## src/rtl/csa_pkg.sv

```systemverilog
// Shared constants and elaboration helpers for the pipelined conditional-sum adder.
package csa_pkg;

    localparam int DEFAULT_WIDTH           = 32;
    localparam int DEFAULT_UNIT            = 4;
    localparam int DEFAULT_UNITS_PER_STAGE = 2;

    // Operation selected by the 'sub' input.
    typedef enum logic {
        OP_ADD = 1'b0,
        OP_SUB = 1'b1
    } op_e;

    // Number of pipeline stages, each covering UNIT*UNITS_PER_STAGE result bits.
    function automatic int calc_stages(input int width, input int unit, input int units_per_stage);
        return width / (unit * units_per_stage);
    endfunction

    // The operand must split into whole stages, otherwise the top bits would be dropped.
    function automatic bit width_ok(input int width, input int unit, input int units_per_stage);
        return (unit > 0) && (units_per_stage > 0) && ((width % (unit * units_per_stage)) == 0);
    endfunction

endpackage

```

## src/rtl/csa_slice.sv

```systemverilog
// Combinational conditional-sum slice: both carry-in cases are formed up front and the
// incoming carry only drives the final select, keeping it off the adder's internal path.
module csa_slice #(
    parameter int UNIT = 4
) (
    input  logic [UNIT-1:0] a,
    input  logic [UNIT-1:0] b,
    input  logic            ci,
    output logic [UNIT-1:0] s,
    output logic            co
);

    logic [UNIT:0] sum_c0;
    logic [UNIT:0] sum_c1;

    // Precompute carry-in 0 and 1 results, then pick one with ci.
    always_comb begin
        // NOTE: every output of a combinational block is fully assigned on every path, so no latch is inferred.
        sum_c0  = {1'b0, a} + {1'b0, b};
        sum_c1  = {1'b0, a} + {1'b0, b} + {{UNIT{1'b0}}, 1'b1};
        {co, s} = ci ? sum_c1 : sum_c0;
    end

endmodule

```

## src/rtl/csa_pipe_adder.sv

```systemverilog
// Pipelined conditional-sum adder/subtractor with a valid/ready handshake.
// Stage k adds bit group [k*G +: G]; operands travel forward skewed and the finished
// low result bits travel forward with them, so the last stage holds the full result.
module csa_pipe_adder
    import csa_pkg::*;
#(
    parameter int WIDTH           = DEFAULT_WIDTH,
    parameter int UNIT            = DEFAULT_UNIT,
    parameter int UNITS_PER_STAGE = DEFAULT_UNITS_PER_STAGE
) (
    input  logic             clk,
    input  logic             rst_n,
    input  logic             in_valid,
    output logic             in_ready,
    input  logic [WIDTH-1:0] a,
    input  logic [WIDTH-1:0] b,
    input  logic             ci,
    input  logic             sub,
    output logic             out_valid,
    input  logic             out_ready,
    output logic [WIDTH-1:0] s,
    output logic             co,
    output logic             ovf
);

    localparam int G      = UNIT * UNITS_PER_STAGE;
    localparam int STAGES = calc_stages(WIDTH, UNIT, UNITS_PER_STAGE);

    if (!width_ok(WIDTH, UNIT, UNITS_PER_STAGE)) begin : g_bad_width
        $error("csa_pipe_adder: WIDTH must be a multiple of UNIT*UNITS_PER_STAGE");
    end

    op_e op;
    assign op = op_e'(sub);

    // Inputs seen by each stage this cycle (ports for stage 0, previous stage's flops otherwise).
    logic [WIDTH-1:0]  a_in   [STAGES];
    logic [WIDTH-1:0]  b_in   [STAGES];
    logic [WIDTH-1:0]  sum_in [STAGES];
    logic [STAGES-1:0] cin;
    logic [STAGES-1:0] valid_in;

    // Stage registers.
    logic [WIDTH-1:0]  a_d   [STAGES];
    logic [WIDTH-1:0]  a_q   [STAGES];
    logic [WIDTH-1:0]  b_d   [STAGES];
    logic [WIDTH-1:0]  b_q   [STAGES];
    logic [WIDTH-1:0]  sum_d [STAGES];
    logic [WIDTH-1:0]  sum_q [STAGES];
    logic [STAGES-1:0] carry_d;
    logic [STAGES-1:0] carry_q;
    logic [STAGES-1:0] valid_d;
    logic [STAGES-1:0] valid_q;
    logic              ovf_d;
    logic              ovf_q;

    // Per-stage arithmetic results; stage k owns bits [k*G +: G] of stage_res.
    logic [WIDTH-1:0]  stage_res;
    logic [STAGES-1:0] stage_co;
    logic [STAGES-1:0] ready;

    // Route ports into stage 0 and each stage's flops into the next stage.
    always_comb begin
        a_in[0]     = a;
        b_in[0]     = (op == OP_SUB) ? ~b : b;
        cin         = '0;
        cin[0]      = (op == OP_SUB) ? 1'b1 : ci;
        sum_in[0]   = '0;
        valid_in    = '0;
        valid_in[0] = in_valid;
        for (int k = 1; k < STAGES; k++) begin
            a_in[k]     = a_q[k-1];
            b_in[k]     = b_q[k-1];
            sum_in[k]   = sum_q[k-1];
            cin[k]      = carry_q[k-1];
            valid_in[k] = valid_q[k-1];
        end
    end

    // Backpressure: ready_k = !valid_k || ready_{k+1}, unrolled so each bit depends only on valid flops.
    always_comb begin
        ready = '0;
        for (int k = 0; k < STAGES; k++) begin
            ready[k] = out_ready;
            for (int j = k; j < STAGES; j++) begin
                if (!valid_q[j]) begin
                    ready[k] = 1'b1;
                end
            end
        end
    end

    // Slice chain of each stage: slice u takes its carry from slice u-1, slice 0 from the stage carry in.
    for (genvar k = 0; k < STAGES; k++) begin : g_stage
        for (genvar u = 0; u < UNITS_PER_STAGE; u++) begin : g_slice
            logic c_in;
            logic c_out;
            if (u == 0) begin : g_first
                assign c_in = cin[k];
            end else begin : g_next
                assign c_in = g_slice[u-1].c_out;
            end
            csa_slice #(.UNIT(UNIT)) u_slice (
                .a  (a_in[k][k*G + u*UNIT +: UNIT]),
                .b  (b_in[k][k*G + u*UNIT +: UNIT]),
                .ci (c_in),
                .s  (stage_res[k*G + u*UNIT +: UNIT]),
                .co (c_out)
            );
        end
        assign stage_co[k] = g_slice[UNITS_PER_STAGE-1].c_out;
    end

    // Next state: a ready stage loads from upstream (bubbles included), a stalled stage holds.
    always_comb begin
        valid_d = valid_q;
        carry_d = carry_q;
        ovf_d   = ovf_q;
        for (int k = 0; k < STAGES; k++) begin
            a_d[k]   = a_q[k];
            b_d[k]   = b_q[k];
            sum_d[k] = sum_q[k];
            if (ready[k]) begin
                valid_d[k]             = valid_in[k];
                a_d[k]                 = a_in[k];
                b_d[k]                 = b_in[k];
                sum_d[k]               = sum_in[k];
                sum_d[k][k*G +: G]     = stage_res[k*G +: G];
                carry_d[k]             = stage_co[k];
            end
        end
        // Carry into the MSB is a^b^s at that bit; overflow is it XOR the final carry out.
        if (ready[STAGES-1]) begin
            ovf_d = a_in[STAGES-1][WIDTH-1] ^ b_in[STAGES-1][WIDTH-1]
                  ^ stage_res[WIDTH-1] ^ stage_co[STAGES-1];
        end
    end

    // Pipeline registers with synchronous active-low reset.
    always_ff @(posedge clk) begin
        if (!rst_n) begin
            // NOTE: data registers are cleared as well as valids, so outputs read zero straight after reset.
            for (int k = 0; k < STAGES; k++) begin
                a_q[k]   <= '0;
                b_q[k]   <= '0;
                sum_q[k] <= '0;
            end
            carry_q <= '0;
            valid_q <= '0;
            ovf_q   <= 1'b0;
        end else begin
            // NOTE: non-blocking assignments make every stage sample the pre-edge values of its neighbour.
            a_q     <= a_d;
            b_q     <= b_d;
            sum_q   <= sum_d;
            carry_q <= carry_d;
            valid_q <= valid_d;
            ovf_q   <= ovf_d;
        end
    end

    assign in_ready  = ready[0];
    assign out_valid = valid_q[STAGES-1];
    assign s         = sum_q[STAGES-1];
    assign co        = carry_q[STAGES-1];
    assign ovf       = ovf_q;

endmodule

```

## config.mk

```make
export PLATFORM = sky130hd
export DESIGN_NAME = csa_pipe_adder
export DESIGN_NICKNAME = d
export VERILOG_FILES = /design/src/rtl/csa_pkg.sv /design/src/rtl/csa_slice.sv /design/src/rtl/csa_pipe_adder.sv
export SDC_FILE = /design/constraint.sdc
export NUM_CORES = 1
export LEC_CHECK = 0
export ABC_CLOCK_PERIOD_IN_PS = 5500
export BUFFER_PORTS_ARGS = -buffer_cell sky130_fd_sc_hd__buf_2
export CAP_MARGIN = 40
export CORE_MARGIN = 2
export CORE_UTILIZATION = 59
export DETAILED_ROUTE_END_ITERATION = 16
export GPL_TIMING_DRIVEN = 0
export MAX_ROUTING_LAYER = met4
export PLACE_DENSITY_LB_ADDON = 0.15
export SKIP_CTS_REPAIR_TIMING = 1
export SYNTH_ARGS = -nofsm -noshare
export SYNTH_HDL_FRONTEND = slang
export SYNTH_HIERARCHICAL = 1
export SYNTH_SLANG_ARGS = --single-unit
export TNS_END_PERCENT = 20
```

## constraint.sdc

```tcl
create_clock -name clk -period 5.5 [get_ports clk]
set_input_delay 1.65 -clock clk [delete_from_list [all_inputs] [get_ports clk]]
set_output_delay 1.65 -clock clk [all_outputs]
set_load 0.01 [all_outputs]
```

==> run metrics <==
run status=finished clean; unrepaired setup endpoints after global routing=no; number of search-and-repair iterations in the first detailed-routing pass=6; portion of total power attributed to sequential cells=47.2%; capturing point of the worst reg2reg path=ovf$_SDFFE_PN0P_; Worst path depth=18; pin count of the biggest net entering global routing=17; Min-Delay Startpoint=s[7]$_SDFFE_PN0P_; wirelength, routed=20200 µm; instance count of the mapped netlist=1118; Worst Hold Depth=2; number of primary I/O pins=106; Final Max Slew Viols=0; count of standard-cell rows=45; Pwr Density=298 nW/µm²; post-layout minimum cycle time=4.72 ns; cell-by-cell trace of the critical path=buf_2 > buf_2 > xor2_1 > ha_1 > inv_1 > fa_1 > inv_1 > ha_1 > nand2_1 > or4_1 > a2bb2oi_1 > nand3_1 > nand2_1 > or4_1 > a2bb2oi_1 > nand3_1 > nand2_1 > mux2i_1; number of remaining DRC errors=0; post-DR wirelength/cell=13.8 µm; cell repeated most along the worst path=sky130_fd_sc_hd__nand2_1; Vias per Instance=5.20; sum of net half-perimeters after detailed placement=15300 µm; count of buffering cells on the critical path with inverters included=4; proportion of power drawn by combinational gates=12.9%; cell type with the highest aggregate area in the netlist=sky130_fd_sc_hd__dfxtp_1; sort of element at the end of the critical path=flip-flop; port buffer count=103; Worst R2R Setup Slack=2.03 ns; Max stage delay cell, worst path=sky130_fd_sc_hd__fa_1; initial core utilization=60.5%; Sink Count=185; Top delay family on crit path=simple AND/OR/NAND/NOR gates; unique cell type count in the Yosys netlist=35; final-layout setup total negative slack=0 ns; destination of the worst hold path=s[7]$_SDFFE_PN0P_; final worst-path cycle share=85.9%; mean cell area of the mapped netlist=8.25 µm²; H-tree depth=4; start-to-end type of the worst setup path=primary input to flip-flop; Reg-to-Reg Start=b_in[24]$_SDFFE_PN0P_; Final Setup Violations=0; wire length of the first global-routing pass=33300 µm; CTS clk-pin slew, worst paths=0.07 ns; clk root buf=sky130_fd_sc_hd__clkbuf_16; total design power=3.16 mW; switching part of the total power=25.9%; slew of the pin with the lowest slew margin=0.585 ns; number of antenna violations at the first check in global routing=0; worst clock skew on the final layout=0.00636 ns; commonest non-fill, non-tap cell in the layout=sky130_fd_sc_hd__nand2_1; Worst Hold Class=flip-flop to flip-flop; Max Clk Rate=212 MHz; Ys Warns=6; NumNets Final=1358; fraction of final layout cells sized beyond drive strength 1=13.4%; flip-flop and latch count after synthesis=185; die extent in y=129 µm; Num CTS Buffers=17; CTS tree=done; Detailed Route Iter0 Violations=503; CP max stage delay=0.48 ns; area growth from synthesis to final layout=15.0%; number of antenna-violating nets in the routed design=0; core area=15300 µm²; top post-synthesis cells by area=sky130_fd_sc_hd__dfxtp_1 (40%), sky130_fd_sc_hd__nand2_1 (15%), sky130_fd_sc_hd__a21boi_0 (10%); antenna cells=0; CP Data Required Time=5.85 ns; maximum fanout encountered on the critical timing path=10; Peak supply drop=0.000241 V; synthesized netlist net count=1236; power spent charging and discharging nets=817 µW; residual overflow from global routing=0; clock latency on the worst-skew pair=0.43 ns; total global-route track usage=25.7%; reported max-cap violation count=0; critical path arrival=5.08 ns; die area=16700 µm²; clock buffer depth=2; vias in the first global route=6937; DR vias=7616; post-synthesis sequential area ratio=40.1%; Clk pwr share=39.9%; Yosys top cell area share=40.1%; Final Wtd Congestion=0.847; path depth of the worst reg2reg path=16; Netlist Area Pre-Place=9230 µm²; die span in x=129 µm; Max-Slew Margin vs Limit=61.0%; Worst setup SP type=primary input; static leakage power=4.37 nW; cell-internal power=2.34 mW; highest-count cells in the layout ignoring fill and taps=sky130_fd_sc_hd__nand2_1 (368), sky130_fd_sc_hd__dfxtp_1 (185), sky130_fd_sc_hd__buf_2 (129), sky130_fd_sc_hd__a21boi_0 (123), sky130_fd_sc_hd__xor2_1 (56); final hold viol count=0
[state kept, by name, summed over array words and instances (netlist names)]
register and cells:
a_in 48, b_in 48, carry_q 4, ovf 1
s 32, sum_in 48, valid_q 4
[metal layers]
layer	part of all wire, %	wire (µm)	GRT usage (%)
met5	0	0	-
met4	1.7	338	7.16
met3	4.3	868	4.46
met2	44	8880	38.9
met1	50	10100	35.6
[logic make-up after synthesis]
group           count (synthesis)  share of synthesized area [%]
compound gates                225                           17.1
buf+inv                       112                           5.25
flops                         185                           40.1
xor+xnor                       75                           7.12
mux                            33                           3.58
fa+ha+maj                      48                           7.16
simple gates                  440                           19.7
[worst max path at each step]
stage / start / slack [ns] / endpoint
6_report: sub / 0.78 / carry_q[0]$_SDFFE_PN0P_
5_1_grt: sub / 0.44 / carry_q[0]$_SDFFE_PN0P_
4_1_cts: sub / 0.78 / carry_q[0]$_SDFFE_PN0P_
3_5_place_dp: sub / 0.33 / carry_q[0]$_SDFFE_PN0P_
3_3_place_gp: sub / 0.45 / carry_q[0]$_SDFFE_PN0P_
2_1_floorplan: sub / 0.71 / carry_q[0]$_SDFFE_PN0P_
[worst register-to-register path, stage by stage, from the launching register on]
cell                        delay, ns
sky130_fd_sc_hd__dfxtp_1         0.34
sky130_fd_sc_hd__ha_1            0.17
sky130_fd_sc_hd__inv_1           0.06
sky130_fd_sc_hd__fa_1            0.46
sky130_fd_sc_hd__inv_1           0.08
sky130_fd_sc_hd__ha_1            0.13
sky130_fd_sc_hd__nand2_1         0.11
sky130_fd_sc_hd__a2111oi_0       0.45
sky130_fd_sc_hd__a2bb2oi_1       0.12
sky130_fd_sc_hd__nand3_1         0.21
sky130_fd_sc_hd__nand2_1         0.15
sky130_fd_sc_hd__or4_1           0.42
sky130_fd_sc_hd__a2bb2oi_1       0.15
sky130_fd_sc_hd__nand3_1         0.15
sky130_fd_sc_hd__xnor2_1         0.15
sky130_fd_sc_hd__xnor2_1         0.14
sky130_fd_sc_hd__a21oi_1         0.08
[power by group through the flow]
stage | registers, mW | clock network, mW | logic, mW
floorplan | 1.51 | 0 | 0.290
global placement | 1.52 | 0 | 0.391
detailed placement | 1.52 | 0 | 0.402
CTS | 1.49 | 1.27 | 0.408
global route | 1.50 | 1.34 | 0.467
finish | 1.49 | 1.26 | 0.409
[stage by stage]
stage | utilization, % | cells | setup WS, ns | hold slack, ns | cell area, µm²
floorplan | - | 1118 | 0.711 | 0.438 | 9230
global placement | 65.6 | 1432 | 0.449 | 0.446 | 10000
detailed placement | 65.6 | 1432 | 0.331 | 0.453 | 10000
CTS | 69.6 | 1464 | 0.781 | 0.461 | 10600
global route | 69.6 | 1464 | 0.439 | 0.472 | 10600
finish | 69.6 | 1464 | 0.778 | 0.456 | 10600
[cell usage after synthesis (all sizes together)]
cell     count
a2111oi      8
and2         1
and3b        1
nand4       24
a21oi        9
nand3        8
or2          1
inv         41
nand3b       1
clkbuf      41
nand4b       1
xnor2       19
nor2         8
xor2        56
a2bb2oi      8
a31oi        8
o21a        20
a21o         8
a21boi     123
ha          40
or4          8
mux2i       33
fa           8
and4b        1
o21ai       41
dfxtp      185
nand2      368
nor3         8
nand2b       1
nor2b        9
buf         30
[final cells by class]
type                    count  area, µm²
inverters                  41        154
repair buffers            103        515
well taps                 211        264
clock inverters            13        163
fillers                  1294       4650
multi-input cells         821       5040
flip-flops and latches    185       3700
clock buffers              19        443
plain buffers              71        330
No activity file was read; power rests on OpenSTA's default activity.
